==> src/rtl/div_unit_if.sv <==
// Execute-stage divider handshake: operands and start from the pipeline,
// busy/ready/result back from the divider.
interface div_unit_if;
    logic        start;
    logic        signed_div;
    logic [31:0] opdata1;
    logic [31:0] opdata2;
    logic        annul;
    logic        busy;
    logic        ready;
    logic [63:0] result;

    modport master (
        output start, signed_div, opdata1, opdata2, annul,
        input  busy, ready, result
    );

    modport slave (
        input  start, signed_div, opdata1, opdata2, annul,
        output busy, ready, result
    );
endinterface

==> src/rtl/div_unit.sv <==
// Radix-2 restoring 32-bit divider (DIV/DIVU), one quotient bit per cycle,
// returning {remainder, quotient} with a single-cycle ready pulse.
module div_unit (
    input  logic       clk,
    input  logic       rst,
    div_unit_if.slave  dif
);

    typedef enum logic [1:0] {IDLE, DIV0, BUSY, DONE} state_t;

    state_t      state, state_nx;
    logic [5:0]  cnt;
    logic [64:0] work;
    logic [31:0] dvsr;
    logic        sign_q, sign_r;
    logic [63:0] result_q;

    logic [31:0] abs1, abs2;
    logic [64:0] work_sh, work_nx;
    logic [32:0] diff;
    logic [31:0] q_fin, r_fin;
    logic        accept;

    always_comb begin
        abs1    = (dif.signed_div & dif.opdata1[31]) ? -dif.opdata1 : dif.opdata1;
        abs2    = (dif.signed_div & dif.opdata2[31]) ? -dif.opdata2 : dif.opdata2;
        accept  = dif.start & ~dif.annul;
        work_sh = work << 1;
        diff    = work_sh[64:32] - {1'b0, dvsr};
        work_nx = diff[32] ? work_sh : {diff, work_sh[31:1], 1'b1};
        q_fin   = sign_q ? -work_nx[31:0]  : work_nx[31:0];
        r_fin   = sign_r ? -work_nx[63:32] : work_nx[63:32];
    end

    always_ff @(posedge clk) begin
        if (rst) state <= IDLE;
        else     state <= state_nx;
    end

    always_comb begin
        state_nx  = state;
        dif.busy  = 1'b0;
        dif.ready = 1'b0;
        case (state)
            IDLE: begin
                if (accept) state_nx = (dif.opdata2 == '0) ? DIV0 : BUSY;
            end
            DIV0: begin
                state_nx = dif.annul ? IDLE : DONE;
            end
            BUSY: begin
                dif.busy = 1'b1;
                if (dif.annul)           state_nx = IDLE;
                else if (cnt == 6'd31)   state_nx = DONE;
            end
            DONE: begin
                dif.ready = 1'b1;
                state_nx  = IDLE;
            end
            default: state_nx = IDLE;
        endcase
    end

    // The signed fix-up is applied to the final step's output so the result
    // register is already valid during the DONE cycle when ready is high.
    always_ff @(posedge clk) begin
        if (rst) begin
            cnt      <= '0;
            work     <= '0;
            dvsr     <= '0;
            sign_q   <= 1'b0;
            sign_r   <= 1'b0;
            result_q <= '0;
        end else begin
            case (state)
                IDLE: begin
                    if (accept && dif.opdata2 != '0) begin
                        dvsr   <= abs2;
                        sign_q <= dif.signed_div & (dif.opdata1[31] ^ dif.opdata2[31]);
                        sign_r <= dif.signed_div & dif.opdata1[31];
                        work   <= {33'b0, abs1};
                        cnt    <= '0;
                    end
                end
                DIV0: begin
                    if (!dif.annul) result_q <= '0;
                end
                BUSY: begin
                    if (!dif.annul) begin
                        work <= work_nx;
                        cnt  <= cnt + 6'd1;
                        if (cnt == 6'd31) result_q <= {r_fin, q_fin};
                    end
                end
                default: ;
            endcase
        end
    end

    assign dif.result = result_q;

endmodule

==> src/flat_wrapper.sv <==
// flat-port wrapper written by rule: the top's interface ports become plain ports
module div_unit_flat 
  (clk, rst, dif_start, dif_signed_div, dif_opdata1, dif_opdata2, dif_annul, dif_busy, dif_ready, dif_result);
  div_unit_if dif_i ();
  input  logic clk;
  input  logic rst;
  input wire logic [$bits(dif_i.start)-1:0] dif_start;
  input wire logic [$bits(dif_i.signed_div)-1:0] dif_signed_div;
  input wire logic [$bits(dif_i.opdata1)-1:0] dif_opdata1;
  input wire logic [$bits(dif_i.opdata2)-1:0] dif_opdata2;
  input wire logic [$bits(dif_i.annul)-1:0] dif_annul;
  output wire logic [$bits(dif_i.busy)-1:0] dif_busy;
  output wire logic [$bits(dif_i.ready)-1:0] dif_ready;
  output wire logic [$bits(dif_i.result)-1:0] dif_result;
  assign dif_i.start = dif_start;
  assign dif_i.signed_div = dif_signed_div;
  assign dif_i.opdata1 = dif_opdata1;
  assign dif_i.opdata2 = dif_opdata2;
  assign dif_i.annul = dif_annul;
  assign dif_busy = dif_i.busy;
  assign dif_ready = dif_i.ready;
  assign dif_result = dif_i.result;
  div_unit u_core (.clk(clk), .rst(rst), .dif(dif_i));
endmodule
==> config.mk <==
export PLATFORM = sky130hd
export DESIGN_NAME = div_unit_flat
export DESIGN_NICKNAME = d
export VERILOG_FILES = /design/src/rtl/div_unit_if.sv /design/src/rtl/div_unit.sv /design/src/flat_wrapper.sv
export SDC_FILE = /design/constraint.sdc
export NUM_CORES = 1
export LEC_CHECK = 0
export BUFFER_PORTS_ARGS = -buffer_cell sky130_fd_sc_hd__buf_2
export CAP_MARGIN = 20
export CELL_PAD_IN_SITES_DETAIL_PLACEMENT = 1
export CELL_PAD_IN_SITES_GLOBAL_PLACEMENT = 1
export CORE_UTILIZATION = 44
export CTS_CLUSTER_SIZE = 8
export DETAILED_ROUTE_END_ITERATION = 10
export PLACE_DENSITY_LB_ADDON = 0.1
export SYNTH_ARGS = -nofsm -noshare
export SYNTH_HDL_FRONTEND = slang
export SYNTH_SLANG_ARGS = --single-unit
==> constraint.sdc <==
create_clock -name clk -period 7 [get_ports clk]
set_input_delay 2.1 -clock clk [delete_from_list [all_inputs] [get_ports clk]]
set_output_delay 2.1 -clock clk [all_outputs]
set_load 0.02 [all_outputs]
==> metrics.md, run 1 <==
| Metric | Value |
|---|---|
| CTS HTree Levels | 4 |
| Fillers | 3,289 |
| Crit path top cell by count | inv_1 |
| Detailed-router iteration count before antenna repair | 5 |
| Gr ovfl total | 0 |
| Gr usage total | 29.6% |
| Crit. End Element | flop |
| Mapped Cells | 1,548 |
| IO Port Bufs | 134 |
| Die height | 164 um |
| Data required, critical path | 7.33 ns |
| Die width | 164 um |
| Avg Inst Size Synth | 7.44 um^2 |
| Clk Latency, worst-skew pair | 0.44 ns |
| Area Growth Syn to Fin | 12.9% |
| Sink Count | 170 |
| CP Class | flop to flop |
| Post-synth top area share | 29.6% |
| Clock slew at reported path FFs | 0.07 ns |
| DP Wirelength | 29.6 mm |
| Wire length on met2 | 17.6 mm |
| Final Max Tran Viols | 0 |
| DR top layer | met4 |
| # DRC | 0 |
| Inserted Clock Buffers | 17 |
| Post-DR wirelength/cell | 20.1 um |
| Crit-path cells | inv_1 -> ha_1 -> inv_1 -> fa_1 -> a211oi_2 -> o31ai_4 -> o2111a_1 -> o211a_1 -> nor3_4 -> nor2_4 -> inv_2 -> buf_4 -> o21ai_0 -> inv_1 -> ha_1 -> nand4_1 -> nor3b_1 -> a41oi_1 -> a211o_1 -> o41ai_1 -> xnor2_1 -> a22o_1 |
| List of most frequent post-synthesis cells | nand2_1 (240), dfxtp_1 (170), nor2_1 (164) |
| Fraction of the cycle the final worst path needs | 79.8% |
| Netlist cell types | 76 |
| Final layout net count | 1,733 |
| Post-CTS Setup Bufs | 0 |
| Arrival time at the worst endpoint | 5.92 ns |
| Count leader, synth | nand2_1 |
| Max Buffers Root-to-Sink | 2 |
| FP Rows | 58 |
| LEAKAGE | 5.26 nW |
| Hold_buf cts | 0 |
| CTS tree | done |
| Via-to-Cell Ratio | 5.92 |
| Setup TNS | 0 ns |
| Total number of vias | 11,600 |
| First-pass GRT wire length | 62.2 mm |
| Clock skew | 0.0184 ns |
| Worst IR drop on VDD | 0.425 mV |
| Yosys Warn Count | 0 |
| Largest net degree at the start of global routing | 75 |
| RSZ-0062 raised after global routing | no |
| Synth area leader | dfxtp_1 |
| Crit path max fanout | 49 |
| Syn nets | 1,659 |
| Final worst path period need | 5.59 ns |
| Max incr delay on CP | 0.46 ns |
| Initial antenna violation count | 0 |
| Top post-synthesis cells by area | dfxtp_1 (30%), nand2_1 (7.8%), xnor2_1 (6.3%) |
| Worst slew margin | 41.3% |
| Final core occ | 51.2% |
| Detailed router's first-iteration violation count | 793 |
| Final hold viol count | 0 |
| Routed wl met3 | 2.15 mm |
| FFs w/ async S/R, synth | 0% |
| CTS resizes | 0 |
| Sequential share of the synthesized area | 29.6% |
| Yosys reg bits | 170 |
| Layout cells sized above 1 | 12.9% |
| Max Fclk | 179 MHz |
| CTS root buf | clkbuf_16 |
| Outcome | completed |
| Top FF cell, synth | dfxtp_1 |
| Slowest stage cell on the critical path | nor3b_1 |
| Antenna Cells | 0 |
| Met1 wire length | 19.1 mm |
| Starting Density | 45.3% |
| # IOs | 135 |
| EDFF count, synth | 0 |
| Routed Antenna Nets | 0 |
| Full die area | 26,800 um^2 |
| Maxcap violations | 0 |
| Pwr Density | 304 nW/um^2 |
| CP Launch Type | flop |
| Mapped cell area | 11,500 um^2 |
| Vias in the first global route | 11,200 |
| Pin slew with the least headroom to its limit | 0.876 ns |
| Final Setup Violations | 0 |
| Final wirelength | 39.4 mm |
| Core Region | 25,400 um^2 |
| Worst hold path class | flop to flop |
| Placer Congestion | 0.899 |
[report_power, final]
group | internal (mW) | total (mW) | leakage, nW | switching, mW
clock network | 0.511 | 0.986 | 0.286 | 0.475
logic | 0.596 | 1.81 | 3.60 | 1.21
registers | 1.06 | 1.16 | 1.38 | 0.103
[logic make-up (layout without fill, tap and decap cells)]
group / after synthesis / after routing / share of synthesized area [%]
xor+xnor: 143 / 143 / 10.9
buf+inv: 148 / 235 / 4.98
compound gates: 461 / 461 / 26.2
simple gates: 567 / 567 / 22.2
mux: 17 / 17 / 1.52
flops: 170 / 170 / 29.6
fa+ha+maj: 42 / 42 / 4.63
[layout by cell type (no fill, tap or decap), types with 15 or more instances in the layout]
cell       count
ha_1          40
dfxtp_1      170
nand2_1      240
a21o_1        16
xnor2_1       83
inv_1         52
buf_2        133
a211oi_1      36
nand3_1       19
buf_4         15
o21ai_0      110
o31ai_1       19
or3_1         19
nand2b_1      16
xor2_1        60
a21oi_1      107
a22oi_1       49
nor2_1       163
clkbuf_16     17
nor3_1        23
[routing by layer]
metal  track usage (%)  up-vias
li1                  -     5631
met1              42.7     5640
met2              46.5      301
met3              3.43       51
met4              7.53        0
met5                 0        -
[worst max-delay path, delay by kind of cell (launching register included)]
family                     cells  cell delay (ns)
buffers and inverters          5             0.75
and+or+nand+nor                4             0.91
adders and majority gates      3             0.82
AOI/OAI and AO/OA              9             2.53
xor gates and xnor gates       1             0.11
DFF                            1             0.35
[final cells by class]
class                           instances  area [um^2]  share of cell area (%)
Timing Repair Buffer                  150          826                    6.36
Clock inverter                         15          180                    1.39
Tap cell                              330          413                    3.18
Clock buffer                           17          425                    3.27
Inverter                               53          199                    1.53
Sequential cell                       170         3400                    26.2
Multi-Input combinational cell       1230         7550                    58.1
[sequential cells by signal, summed over array words and instances (netlist names)]
signal,flops
u_core.cnt,6
u_core.sign_r,1
u_core.dif.result,64
u_core.dvsr,32
u_core.work,64
u_core.state,2
u_core.sign_q,1
[worst paths after layout]
path / start / to / slack (ns) / depth (start not counted)
worst max-delay path: u_core.work[31]$_SDFFE_PP0P_ / u_core.dif.result[62]$_SDFFE_PP0P_ / 1.41 / 22
worst min-delay path: u_core.dif.result[61]$_SDFFE_PP0P_ / u_core.dif.result[61]$_SDFFE_PP0P_ / 0.44 / 2
worst max register to register: u_core.work[31]$_SDFFE_PP0P_ / u_core.dif.result[62]$_SDFFE_PP0P_ / 1.41 / 22
worst min register to register: u_core.dif.result[61]$_SDFFE_PP0P_ / u_core.dif.result[61]$_SDFFE_PP0P_ / 0.44 / 2
[stage by stage]
stage | hold slack, ns | cells | worst slack, ns | instance area (um^2) | power [mW]
finish | 0.440 | 1965 | 1.41 | 13000 | 3.95
global route | 0.478 | 1965 | 0.910 | 13000 | 4.18
CTS | 0.446 | 1963 | 1.47 | 13000 | 3.93
detailed placement | 0.436 | 1931 | 1.29 | 12400 | 2.94
global placement | 0.433 | 1931 | 1.39 | 12400 | 2.90
floorplan | 0.432 | 1548 | 2.04 | 11500 | 2.44
No activity file was read; power rests on OpenSTA's default activity.
==> inputs of run 2 (changes only) <==
--- a/config.mk
+++ b/config.mk
@@ -5,11 +5,12 @@
 export SDC_FILE = /design/constraint.sdc
 export NUM_CORES = 1
 export LEC_CHECK = 0
+export ABC_AREA = 1
 export BUFFER_PORTS_ARGS = -buffer_cell sky130_fd_sc_hd__buf_2
 export CAP_MARGIN = 20
 export CELL_PAD_IN_SITES_DETAIL_PLACEMENT = 1
 export CELL_PAD_IN_SITES_GLOBAL_PLACEMENT = 1
-export CORE_UTILIZATION = 44
+export CORE_UTILIZATION = 38
 export CTS_CLUSTER_SIZE = 8
 export DETAILED_ROUTE_END_ITERATION = 10
 export PLACE_DENSITY_LB_ADDON = 0.1
==> constraint.sdc (replaced) <==
create_clock -name clk -period 4.85 [get_ports clk]
set_input_delay 1.455 -clock clk [delete_from_list [all_inputs] [get_ports clk]]
set_output_delay 1.455 -clock clk [all_outputs]
set_load 0.02 [all_outputs]
==> run 2 against run 1 <==
Against the previous run: area after synthesis is 9.4% higher; clock power is 44% higher; first-iteration DRC count is 7.2% lower; clock skew hardly changed; critical path depth is 6 higher; die area is 26% higher; via count is 17% higher; global-route usage is 1.6 points lower; utilization is 7.6 points lower; register-to-register slack worse by 0.96 ns; cell count is 34% higher; clock-buffer cell count is 1 higher.
==> metrics.md, run 2 <==
| Metric | Value |
|---|---|
| Internal power | 3.48 mW |
| Final core occ | 43.5% |
| Sink Count | 170 |
| Data required, critical path | 5.22 ns |
| Vias in the first global route | 13,600 |
| Post-synth top area share | 27.0% |
| Clock skew | 0.0187 ns |
| Max incr delay on CP | 0.48 ns |
| Fraction of the cycle the final worst path needs | 90.8% |
| Core Region | 32,600 um^2 |
| Yosys Warn Count | 0 |
| FP Rows | 66 |
| Maxcap violations | 0 |
| Worst hold path class | flop to flop |
| Final Setup Violations | 0 |
| Final layout net count | 2,285 |
| Antenna Cells | 0 |
| Worst slew margin | 33.7% |
| Final hold viol count | 0 |
| Top post-synthesis cells by area | dfxtp_1 (27%), nand2_1 (20%), inv_1 (7.6%) |
| Area Growth Syn to Fin | 12.7% |
| LEAKAGE | 6.92 nW |
| # IOs | 135 |
| Combinational power share | 54.1% |
| Yosys reg bits | 170 |
| Gr ovfl total | 0 |
| Inserted Clock Buffers | 17 |
| Commonest non-fill, non-tap cell in the layout | nand2_1 |
| Max Buffers Root-to-Sink | 2 |
| Syn nets | 2,191 |
| Net Switching | 3.44 mW |
| CP Class | flop to flop |
| # DRC | 0 |
| EDFF count, synth | 0 |
| Detailed-router iteration count before antenna repair | 4 |
| Mapped cell area | 12,600 um^2 |
| Setup TNS | 0 ns |
| Gr usage total | 28.1% |
| Hold_buf cts | 0 |
| Post-CTS Setup Bufs | 0 |
| Pin slew with the least headroom to its limit | 0.994 ns |
| Mapped Cells | 2,080 |
| Pwr Density | 487 nW/um^2 |
| Detailed router's first-iteration violation count | 736 |
| CP Launch Type | flop |
| Die width | 184 um |
| Post-Place Cell Area | 13,600 um^2 |
| Via-to-Cell Ratio | 5.17 |
| Clock slew at reported path FFs | 0.07 ns |
| Placer Congestion | 0.944 |
| CTS root buf | clkbuf_16 |
| Count leader, synth | nand2_1 |
| Clock power frac | 20.5% |
| Final wirelength | 46.1 mm |
| IO Port Bufs | 134 |
| Synth area leader | dfxtp_1 |
| Family with the most delay on the worst path | simple AND/OR/NAND/NOR gates |
| Dpl ws | 0.382 ns |
| Post-DR wirelength/cell | 17.6 um |
| Crit path top cell by count | nand2_4 |
| Arrival time at the worst endpoint | 4.77 ns |
| FFs w/ async S/R, synth | 0% |
| CTS tree | done |
| Avg Inst Size Synth | 6.06 um^2 |
| Netlist cell types | 50 |
| Final worst path period need | 4.40 ns |
| Top FF cell, synth | dfxtp_1 |
| Full die area | 33,900 um^2 |
| RSZ-0062 raised after global routing | no |
| Total number of vias | 13,600 |
| Crit. End Element | flop |
| Sequential share of the synthesized area | 27.0% |
| Crit path max fanout | 7 |
| Most frequent cells in the layout | nand2_1 (660), inv_1 (255), a21oi_1 (182) |
| Initial antenna violation count | 0 |
| Slowest stage cell on the critical path | fa_1 |
| Layout cells sized above 1 | 12.6% |
| Final worst setup slack | 0.447 ns |
| List of most frequent post-synthesis cells | nand2_1 (660), inv_1 (255), a21oi_1 (182) |
| DP Wirelength | 36.9 mm |
| Register share of total power | 25.3% |
| Starting Density | 38.6% |
| Fillers | 4,541 |
| Routed Antenna Nets | 0 |
| Worst IR drop on VDD | 0.300 mV |
| CTS HTree Levels | 4 |
| Outcome | completed |
| Die height | 184 um |
| Max Fclk | 227 MHz |
| Final Cell Area | 14,200 um^2 |
| Final Max Tran Viols | 0 |
| Worst path buffer plus inverter count | 4 |
| Clk Latency, worst-skew pair | 0.45 ns |
| Largest net degree at the start of global routing | 68 |
| First-pass GRT wire length | 73.6 mm |
| Switching share of power | 49.7% |
## run 2: cell count changes after synthesis, sizes merged, moves of 20 or more
cell    before  now
a21oi      108  185
a22oi       49    0
a211oi      37    4
o21ai      121   85
clkbuf      76   47
inv         53  270
or3         20    0
o31ai       24    2
xnor2       83   35
nand2      240  701
nand3       19  141
## run 2: cell type report
class	instances	area, um^2	area share (%)
clock inverter	13	154	1.08
multi-input combinational	1563	7840	55.2
sequential	170	3400	24.0
inverter	273	1020	7.22
clock buffer	18	429	3.02
tap	442	553	3.89
timing repair buffer	149	798	5.62
## run 2: what timing repair did
action	in CTS	in global routing
endpoints found under the hold margin	0	0
gates resized for setup	0	1
setup endpoints to repair	0	1
## run 2: metal layers
layer  vias to the layer above  track usage [%]  share of wire, %
li1                       6819                -                 -
met1                      6485             36.6                47
met4                         0             9.07               2.8
met2                       213             47.2                47
met5                         -                0                 0
met3                        62             4.08               3.5
## run 2: final timing paths
check                                                          end  cells after the start                          startpoint  slack [ns]
worst max-delay path            u_core.dif.result[30]$_SDFFE_PP0P_                     28        u_core.work[31]$_SDFFE_PP0P_        0.45
worst min register to register  u_core.dif.result[61]$_SDFFE_PP0P_                      2  u_core.dif.result[61]$_SDFFE_PP0P_        0.46
worst min-delay path            u_core.dif.result[61]$_SDFFE_PP0P_                      2  u_core.dif.result[61]$_SDFFE_PP0P_        0.46
worst max register to register  u_core.dif.result[30]$_SDFFE_PP0P_                     28        u_core.work[31]$_SDFFE_PP0P_        0.45
## run 2: kinds of logic (layout without fill, tap and decap cells)
family | count (synthesis) | in the layout | synth area share [%]
xor gates and xnor gates | 80 | 80 | 5.56
adders and majority gates | 42 | 42 | 4.23
AOI/OAI and AO/OA | 328 | 328 | 14.3
DFF | 170 | 170 | 27.0
and+or+nand+nor | 1113 | 1113 | 38.0
buffers and inverters | 347 | 453 | 10.9
## run 2: metrics by stage
| step | power, mW | hold slack, ns | std cells |
|---|---|---|---|
| final | 6.92 | 0.463 | 2628 |
| after floorplan | 4.45 | 0.432 | 2080 |
| after detailed placement | 5.50 | 0.454 | 2596 |
| after global routing | 7.48 | 0.477 | 2628 |
| after CTS | 6.93 | 0.464 | 2627 |
| after global placement | 5.42 | 0.451 | 2596 |
## run 2: power by group through the flow
stage | logic, mW | clock network (mW) | registers, mW
floorplan | 2.69 | 0 | 1.76
global placement | 3.64 | 0 | 1.78
detailed placement | 3.71 | 0 | 1.78
CTS | 3.74 | 1.44 | 1.75
global route | 4.21 | 1.50 | 1.78
finish | 3.75 | 1.42 | 1.75
## run 2: worst register-to-register path: cells and delay by family (launching register included)
kind,cells,cell delay [ns]
buffers and inverters,4,0.35
DFF,1,0.32
AOI/OAI and AO/OA,4,0.69
adders and majority gates,3,0.79
and+or+nand+nor,17,2.16
